`config.mk`:
```
export PLATFORM = sky130hd
export DESIGN_NAME = fir_channel_scheduler
export DESIGN_NICKNAME = d
export VERILOG_FILES = /design/src/rtl/fir_sched_pkg.sv /design/src/rtl/fir_tag_delay.sv /design/src/rtl/fir_channel_scheduler.sv
export SDC_FILE = /design/constraint.sdc
export NUM_CORES = 1
export LEC_CHECK = 0
export BUFFER_PORTS_ARGS = -buffer_cell sky130_fd_sc_hd__buf_4
export CAP_MARGIN = 20
export CORE_ASPECT_RATIO = 1.1
export CORE_UTILIZATION = 41
export DETAILED_ROUTE_END_ITERATION = 16
export GPL_ROUTABILITY_DRIVEN = 0
export PLACE_DENSITY = 0.76
export SYNTH_ARGS = -nofsm -noshare
export SYNTH_HDL_FRONTEND = slang
export SYNTH_SLANG_ARGS = --single-unit
```
`constraint.sdc`:
```
create_clock -name clk -period 2.6 [get_ports clk]
set_input_delay 0 -clock clk [delete_from_list [all_inputs] [get_ports clk]]
set_output_delay 0 -clock clk [all_outputs]
set_load 0.02 [all_outputs]
```
`src/rtl/fir_sched_pkg.sv`:
```
// rtl/fir_sched_pkg.sv - shared types and helpers for the FIR channel scheduler
package fir_sched_pkg;

  typedef enum logic [1:0] {IDLE, STREAM, FLUSH} state_t;

  localparam int SAMPLE_W = 16;
  localparam int ACC_W    = 32;

  function automatic int clog2_min1(input int n);
    return (n <= 2) ? 1 : $clog2(n);
  endfunction

  function automatic int max3(input int a, input int b, input int c);
    int m;
    m = (a > b) ? a : b;
    return (m > c) ? m : c;
  endfunction

endpackage

```
`src/rtl/fir_tag_delay.sv`:
```
// rtl/fir_tag_delay.sv - LAT-deep {valid, ch} tag pipeline aligned to filter latency
module fir_tag_delay #(
  parameter int LAT = 1,
  parameter int CW  = 2
) (
  input  logic          clk,
  input  logic          reset,
  input  logic          in_valid,
  input  logic [CW-1:0] in_ch,
  output logic          out_valid,
  output logic [CW-1:0] out_ch
);

  logic [LAT-1:0] v_q;
  logic [CW-1:0]  ch_q [LAT];

  always_ff @(posedge clk or posedge reset) begin
    if (reset) begin
      v_q <= '0;
      for (int i = 0; i < LAT; i++) ch_q[i] <= '0;
    end else begin
      v_q[0]  <= in_valid;
      ch_q[0] <= in_ch;
      for (int i = 1; i < LAT; i++) begin
        v_q[i]  <= v_q[i-1];
        ch_q[i] <= ch_q[i-1];
      end
    end
  end

  assign out_valid = v_q[LAT-1];
  assign out_ch    = ch_q[LAT-1];

endmodule

```
`src/rtl/fir_channel_scheduler.sv`:
```
// rtl/fir_channel_scheduler.sv - round-robin time-sharing of one FIR filter across channels
module fir_channel_scheduler
  import fir_sched_pkg::*;
#(
  parameter int  N_CH    = 4,
  parameter int  BURST   = 16,
  parameter int  TAPS    = 8,
  parameter int  IDLE_TO = 4,
  parameter int  FIR_LAT = 1,
  localparam int CW      = clog2_min1(N_CH)
) (
  input  logic                     clk,
  input  logic                     reset,
  input  logic [N_CH-1:0]          ch_valid,
  input  logic [SAMPLE_W*N_CH-1:0] ch_data,
  output logic [N_CH-1:0]          ch_ready,
  output logic                     fir_in_valid,
  output logic [SAMPLE_W-1:0]      fir_in,
  input  logic [ACC_W-1:0]         fir_out,
  output logic                     out_valid,
  output logic [ACC_W-1:0]         out_data,
  output logic [CW-1:0]            out_ch,
  output logic                     busy
);

  localparam int CNT_W = $clog2(max3(BURST, TAPS, IDLE_TO)) + 1;

  state_t              state, state_d;
  logic [CW-1:0]       grant, grant_d;
  logic [CW-1:0]       rr_ptr, rr_d;
  logic [CNT_W-1:0]    burst_cnt, burst_d;
  logic [CNT_W-1:0]    idle_cnt, idle_d;
  logic [CNT_W-1:0]    flush_cnt, flush_d;
  logic                fiv_d;
  logic [SAMPLE_W-1:0] fin_d;
  logic                tag_flush, tag_flush_d;
  logic [CW-1:0]       tag_ch, tag_ch_d;
  logic                req_found;
  logic [CW-1:0]       req_pick;

  // First requester at or after rr_ptr, wrapping.
  always_comb begin
    req_found = 1'b0;
    req_pick  = rr_ptr;
    for (int k = 0; k < N_CH; k++) begin
      if (!req_found && ch_valid[(int'(rr_ptr) + k) % N_CH]) begin
        req_found = 1'b1;
        req_pick  = CW'((int'(rr_ptr) + k) % N_CH);
      end
    end
  end

  always_comb begin
    state_d     = state;
    grant_d     = grant;
    rr_d        = rr_ptr;
    burst_d     = burst_cnt;
    idle_d      = idle_cnt;
    flush_d     = flush_cnt;
    fiv_d       = 1'b0;
    fin_d       = fir_in;
    tag_flush_d = tag_flush;
    tag_ch_d    = tag_ch;
    ch_ready    = '0;
    case (state)
      IDLE: begin
        if (req_found) begin
          grant_d = req_pick;
          burst_d = '0;
          idle_d  = '0;
          state_d = STREAM;
        end
      end
      STREAM: begin
        ch_ready[grant] = 1'b1;
        if (ch_valid[grant]) begin
          fin_d       = ch_data[SAMPLE_W*grant +: SAMPLE_W];
          fiv_d       = 1'b1;
          tag_flush_d = 1'b0;
          tag_ch_d    = grant;
          burst_d     = burst_cnt + 1'b1;
          idle_d      = '0;
          if (burst_cnt == CNT_W'(BURST - 1)) begin
            flush_d = '0;
            state_d = FLUSH;
          end
        end else begin
          idle_d = idle_cnt + 1'b1;
          if (idle_cnt == CNT_W'(IDLE_TO - 1)) begin
            flush_d = '0;
            state_d = FLUSH;
          end
        end
      end
      FLUSH: begin
        // Zeros push the previous channel's history out of every tap.
        fin_d       = '0;
        fiv_d       = 1'b1;
        tag_flush_d = 1'b1;
        tag_ch_d    = grant;
        flush_d     = flush_cnt + 1'b1;
        if (flush_cnt == CNT_W'(TAPS - 1)) begin
          rr_d    = (grant == CW'(N_CH - 1)) ? '0 : grant + 1'b1;
          state_d = IDLE;
        end
      end
      default: state_d = IDLE;
    endcase
  end

  always_ff @(posedge clk or posedge reset) begin
    if (reset) begin
      state        <= IDLE;
      grant        <= '0;
      rr_ptr       <= '0;
      burst_cnt    <= '0;
      idle_cnt     <= '0;
      flush_cnt    <= '0;
      fir_in_valid <= 1'b0;
      fir_in       <= '0;
      tag_flush    <= 1'b0;
      tag_ch       <= '0;
    end else begin
      state        <= state_d;
      grant        <= grant_d;
      rr_ptr       <= rr_d;
      burst_cnt    <= burst_d;
      idle_cnt     <= idle_d;
      flush_cnt    <= flush_d;
      fir_in_valid <= fiv_d;
      fir_in       <= fin_d;
      tag_flush    <= tag_flush_d;
      tag_ch       <= tag_ch_d;
    end
  end

  fir_tag_delay #(
    .LAT (FIR_LAT),
    .CW  (CW)
  ) u_tag_delay (
    .clk       (clk),
    .reset     (reset),
    .in_valid  (fir_in_valid && !tag_flush),
    .in_ch     (tag_ch),
    .out_valid (out_valid),
    .out_ch    (out_ch)
  );

  assign out_data = fir_out;
  assign busy     = (state != IDLE);

endmodule

```
==> impl_metrics.yaml <==
status:
  outcome: "finished, final reports clean"
floorplanning:
  initial_core_util_pct: 43.4
  coreArea_um2: 6310
  die_area_um2: 7010
  fp.dieW_um: 79.9
  fp.dieH_um: 87.7
  io-pin-count: 159
  num_rows: 30
setup_path:
  critical_path_required_ns: 2.80
  path_cells: "ha_1 -> and3_1 -> ha_1 -> or3b_2 -> o32ai_1 -> a211oi_2 -> mux2i_1 -> nand2_1"
  reg2reg_setup_slack_ns: 0.26
  critPathKind: "flop to flop"
  crit_path_max_incr_delay_ns: 0.44
  critPathSlowestCell: "or3b_2"
  critPathCaptureType: "flop"
  cp_num_buf_inv: 0
  cp.arrival_ns: 2.54
  start_kind: "flop"
  path_max_fanout: 9
  cpLargestDelayFamily: "simple AND/OR/NAND/NOR gates"
  critical_path.most_common_cell: "ha_1"
synthesis:
  synth-edff-count: 0
  synth_flop_cell: "dfrtp_1"
  yosys_warnings: 0
  synthTopCellsByArea: "dfrtp_1 40%, mux4_2 13%, buf_4 8.8%"
  async_reset_ff_share_pct: 100
  synthesis.nets: 369
  synthCells: 256
  yosysUniqueCellTypes: 36
  yosysTopAreaCell: "dfrtp_1"
  yosysSeqAreaShare_pct: 40.2
  ys_seq_elements: 44
  synth_area_um2: 2740
  synth_area_per_cell_um2: 10.7
  synth_top_area_share_pct: 40.2
timing:
  timing.hold.ws_ns: 0.00000882
  grt_setup_unrepaired: "no"
  drv_slew: 0
  worst_slew_pin_slew_ns: 1.00
  final.setup.worst_slack_ns: 0.259
  finalWorstPathRequiredPeriod_ns: 2.34
  finalHoldViolCount: 0
  fin_tns_setup_ns: 0
  timing.final.crit_share_pct: 90.0
  fmax_mhz: 427
  setup_viol: 0
  fin_skew_ns: 0.00576
  relSlewSlack_pct: 33.0
clock_network:
  clk-insertion-delay-late_ns: 0.30
  cts_resized: 0
  tritoncts: "yes"
  clockRootBuffer: "clkbuf_8"
  cts_max_path_buffers: 2
  cts_setup_buffers: 0
  clk_pin_slew_ns: 0.08
  cts.sinks: 44
  numCtsBuffers: 5
  htreeDepth: 2
global_routing:
  met1_usage_pct: 21.5
  grt_max_degree: 45
  grt_pass1_vias: 2122
  use_met2_pct: 32.7
  antenna_found_initial: 0
  met3_usage_pct: 6.04
  busiest_layer: "met2"
  grt_pass1_wl_mm: 10.1
  grt_remaining_overflow: 0
  grt_usage_pct: 19.0
power_and_ir_drop:
  powerDensity_nw_per_um2: 987
  p_sw_mw: 1.36
  pwr-share-seq_pct: 30.5
  clkPwrFrac_pct: 15.4
  switching_share_pct: 40.3
  power_leakage_nw: 1.64
  intPower_mw: 2.02
  ir_worst_vdd_v: 0.000405
  combPwrFrac_pct: 54.1
  finalPower_mw: 3.38
placed_design:
  io_buffers: 94
  pre_cts_ws_ns: 0.261
  dp_hpwl_mm: 4.89
final_layout:
  area_growth_pct: 25.0
  diodes: 0
  fin_nets: 435
  drive_gt1_share_pct: 40.2
  num-fill-cells: 552
flow_run:
  maxCapViolCount: 0
drt:
  wl_per_cell_um: 16.3
  drtIter0Drc: 87
  ant_nets: 0
  drc: 0
  firstDrtPassIters: 4
  vias_per_cell: 5.55
  drt_wl_total_mm: 6.56
  via_count: 2237
hold_path:
  holdCritPathClass: "input port to primary output"
[cell type report]
type | count | area [um^2] | share of cell area (%)
multi-input combinational | 156 | 1300 | 38.0
sequential | 44 | 1100 | 32.2
timing repair buffer | 100 | 753 | 22.0
tap | 80 | 100 | 2.93
clock buffer | 5 | 68.8 | 2.01
inverter | 15 | 56.3 | 1.65
clock inverter | 3 | 42.5 | 1.24
[repair_timing]
| item | in CTS | in global routing |
|---|---|---|
| endpoints found under the hold margin | 44 | 0 |
| hold buffers | 1 | 0 |
| endpoints found under the setup margin | 0 | 0 |
[metal layers]
metal	share of wire, %	wire length [um]
met1	38	2520
met2	48	3180
met3	11	700
met4	2.4	160
met5	0	0
[power groups by stage]
stage	Sequential, mW	Combinational [mW]	Clock [mW]
2_1_floorplan	1.15	1.21	0
3_3_place_gp	1.04	1.80	0
3_5_place_dp	1.04	1.82	0
4_1_cts	1.03	1.84	0.530
5_1_grt	1.06	2.00	0.553
6_report	1.03	1.83	0.519
[cells in the final DEF (no fill, tap or decap), types with 2 or more instances in the layout]
| master | instances |
|---|---|
| a21oi_1 | 6 |
| a22o_1 | 20 |
| a22oi_1 | 3 |
| and2_1 | 6 |
| and3_1 | 2 |
| buf_4 | 99 |
| clkbuf_8 | 5 |
| dfrtp_1 | 44 |
| ha_1 | 11 |
| inv_1 | 15 |
| mux2_2 | 4 |
| mux2i_1 | 5 |
| mux4_2 | 16 |
| nand2_1 | 22 |
| nand2b_1 | 3 |
| nand3_1 | 10 |
| nor2_1 | 8 |
| nor2b_1 | 2 |
| nor3_1 | 4 |
| nor4_1 | 2 |
| o21ai_0 | 15 |
| o22ai_1 | 3 |
| o31ai_1 | 2 |
| or4_1 | 2 |
[Yosys cell counts (3+ instances only)]
master	count
inv_1	15
and2_1	6
buf_4	32
nor3_1	4
a22oi_1	3
dfrtp_1	44
nor2_1	8
mux4_2	16
a21oi_1	6
nand2b_1	3
ha_1	11
nand3_1	10
mux2_2	4
o21ai_0	15
buf_2	5
o22ai_1	3
a22o_1	20
nand2_1	22
mux2i_1	5
[sequential cells by signal, indices dropped and copies added (netlist names)]
register               flops
tag_ch                     2
fir_in                    16
u_tag_delay.out_valid      1
state                      2
fir_in_valid               1
flush_cnt                  5
tag_flush                  1
idle_cnt                   5
rr_ptr                     2
grant                      2
u_tag_delay.out_ch         2
burst_cnt                  5
[final timing paths]
| path | startpoint | cells after the start | end |
|---|---|---|---|
| max | burst_cnt[0] | 8 | flush_cnt[3] |
| min | fir_out[27] | 0 | out_data[27] |
| max reg2reg | burst_cnt[0] | 8 | flush_cnt[3] |
| min reg2reg | tag_ch[0] | 0 | u_tag_delay.out_ch[0] |
| max in group asynchronous | reset | 4 | fir_in[4] |
| min in group asynchronous | reset | 4 | fir_in[10] |
[metrics by stage]
step	instances	util, %	area, um^2
final	403	54.2	3420
after global routing	403	54.2	3420
after CTS	403	54.2	3420
after detailed placement	394	52.3	3300
after global placement	394	52.3	3300
after floorplan	256	-	2740
[logic make-up after synthesis]
family	share of synthesized area [%]
AND/OR/NAND/NOR	11.7
buffers and inverters	12.3
AO/OA/AOI/OAI	14.1
flip-flops	40.2
multiplexers	16.6
adder cells (fa/ha/maj)	5.03
Power figures use the tool's default switching activity.
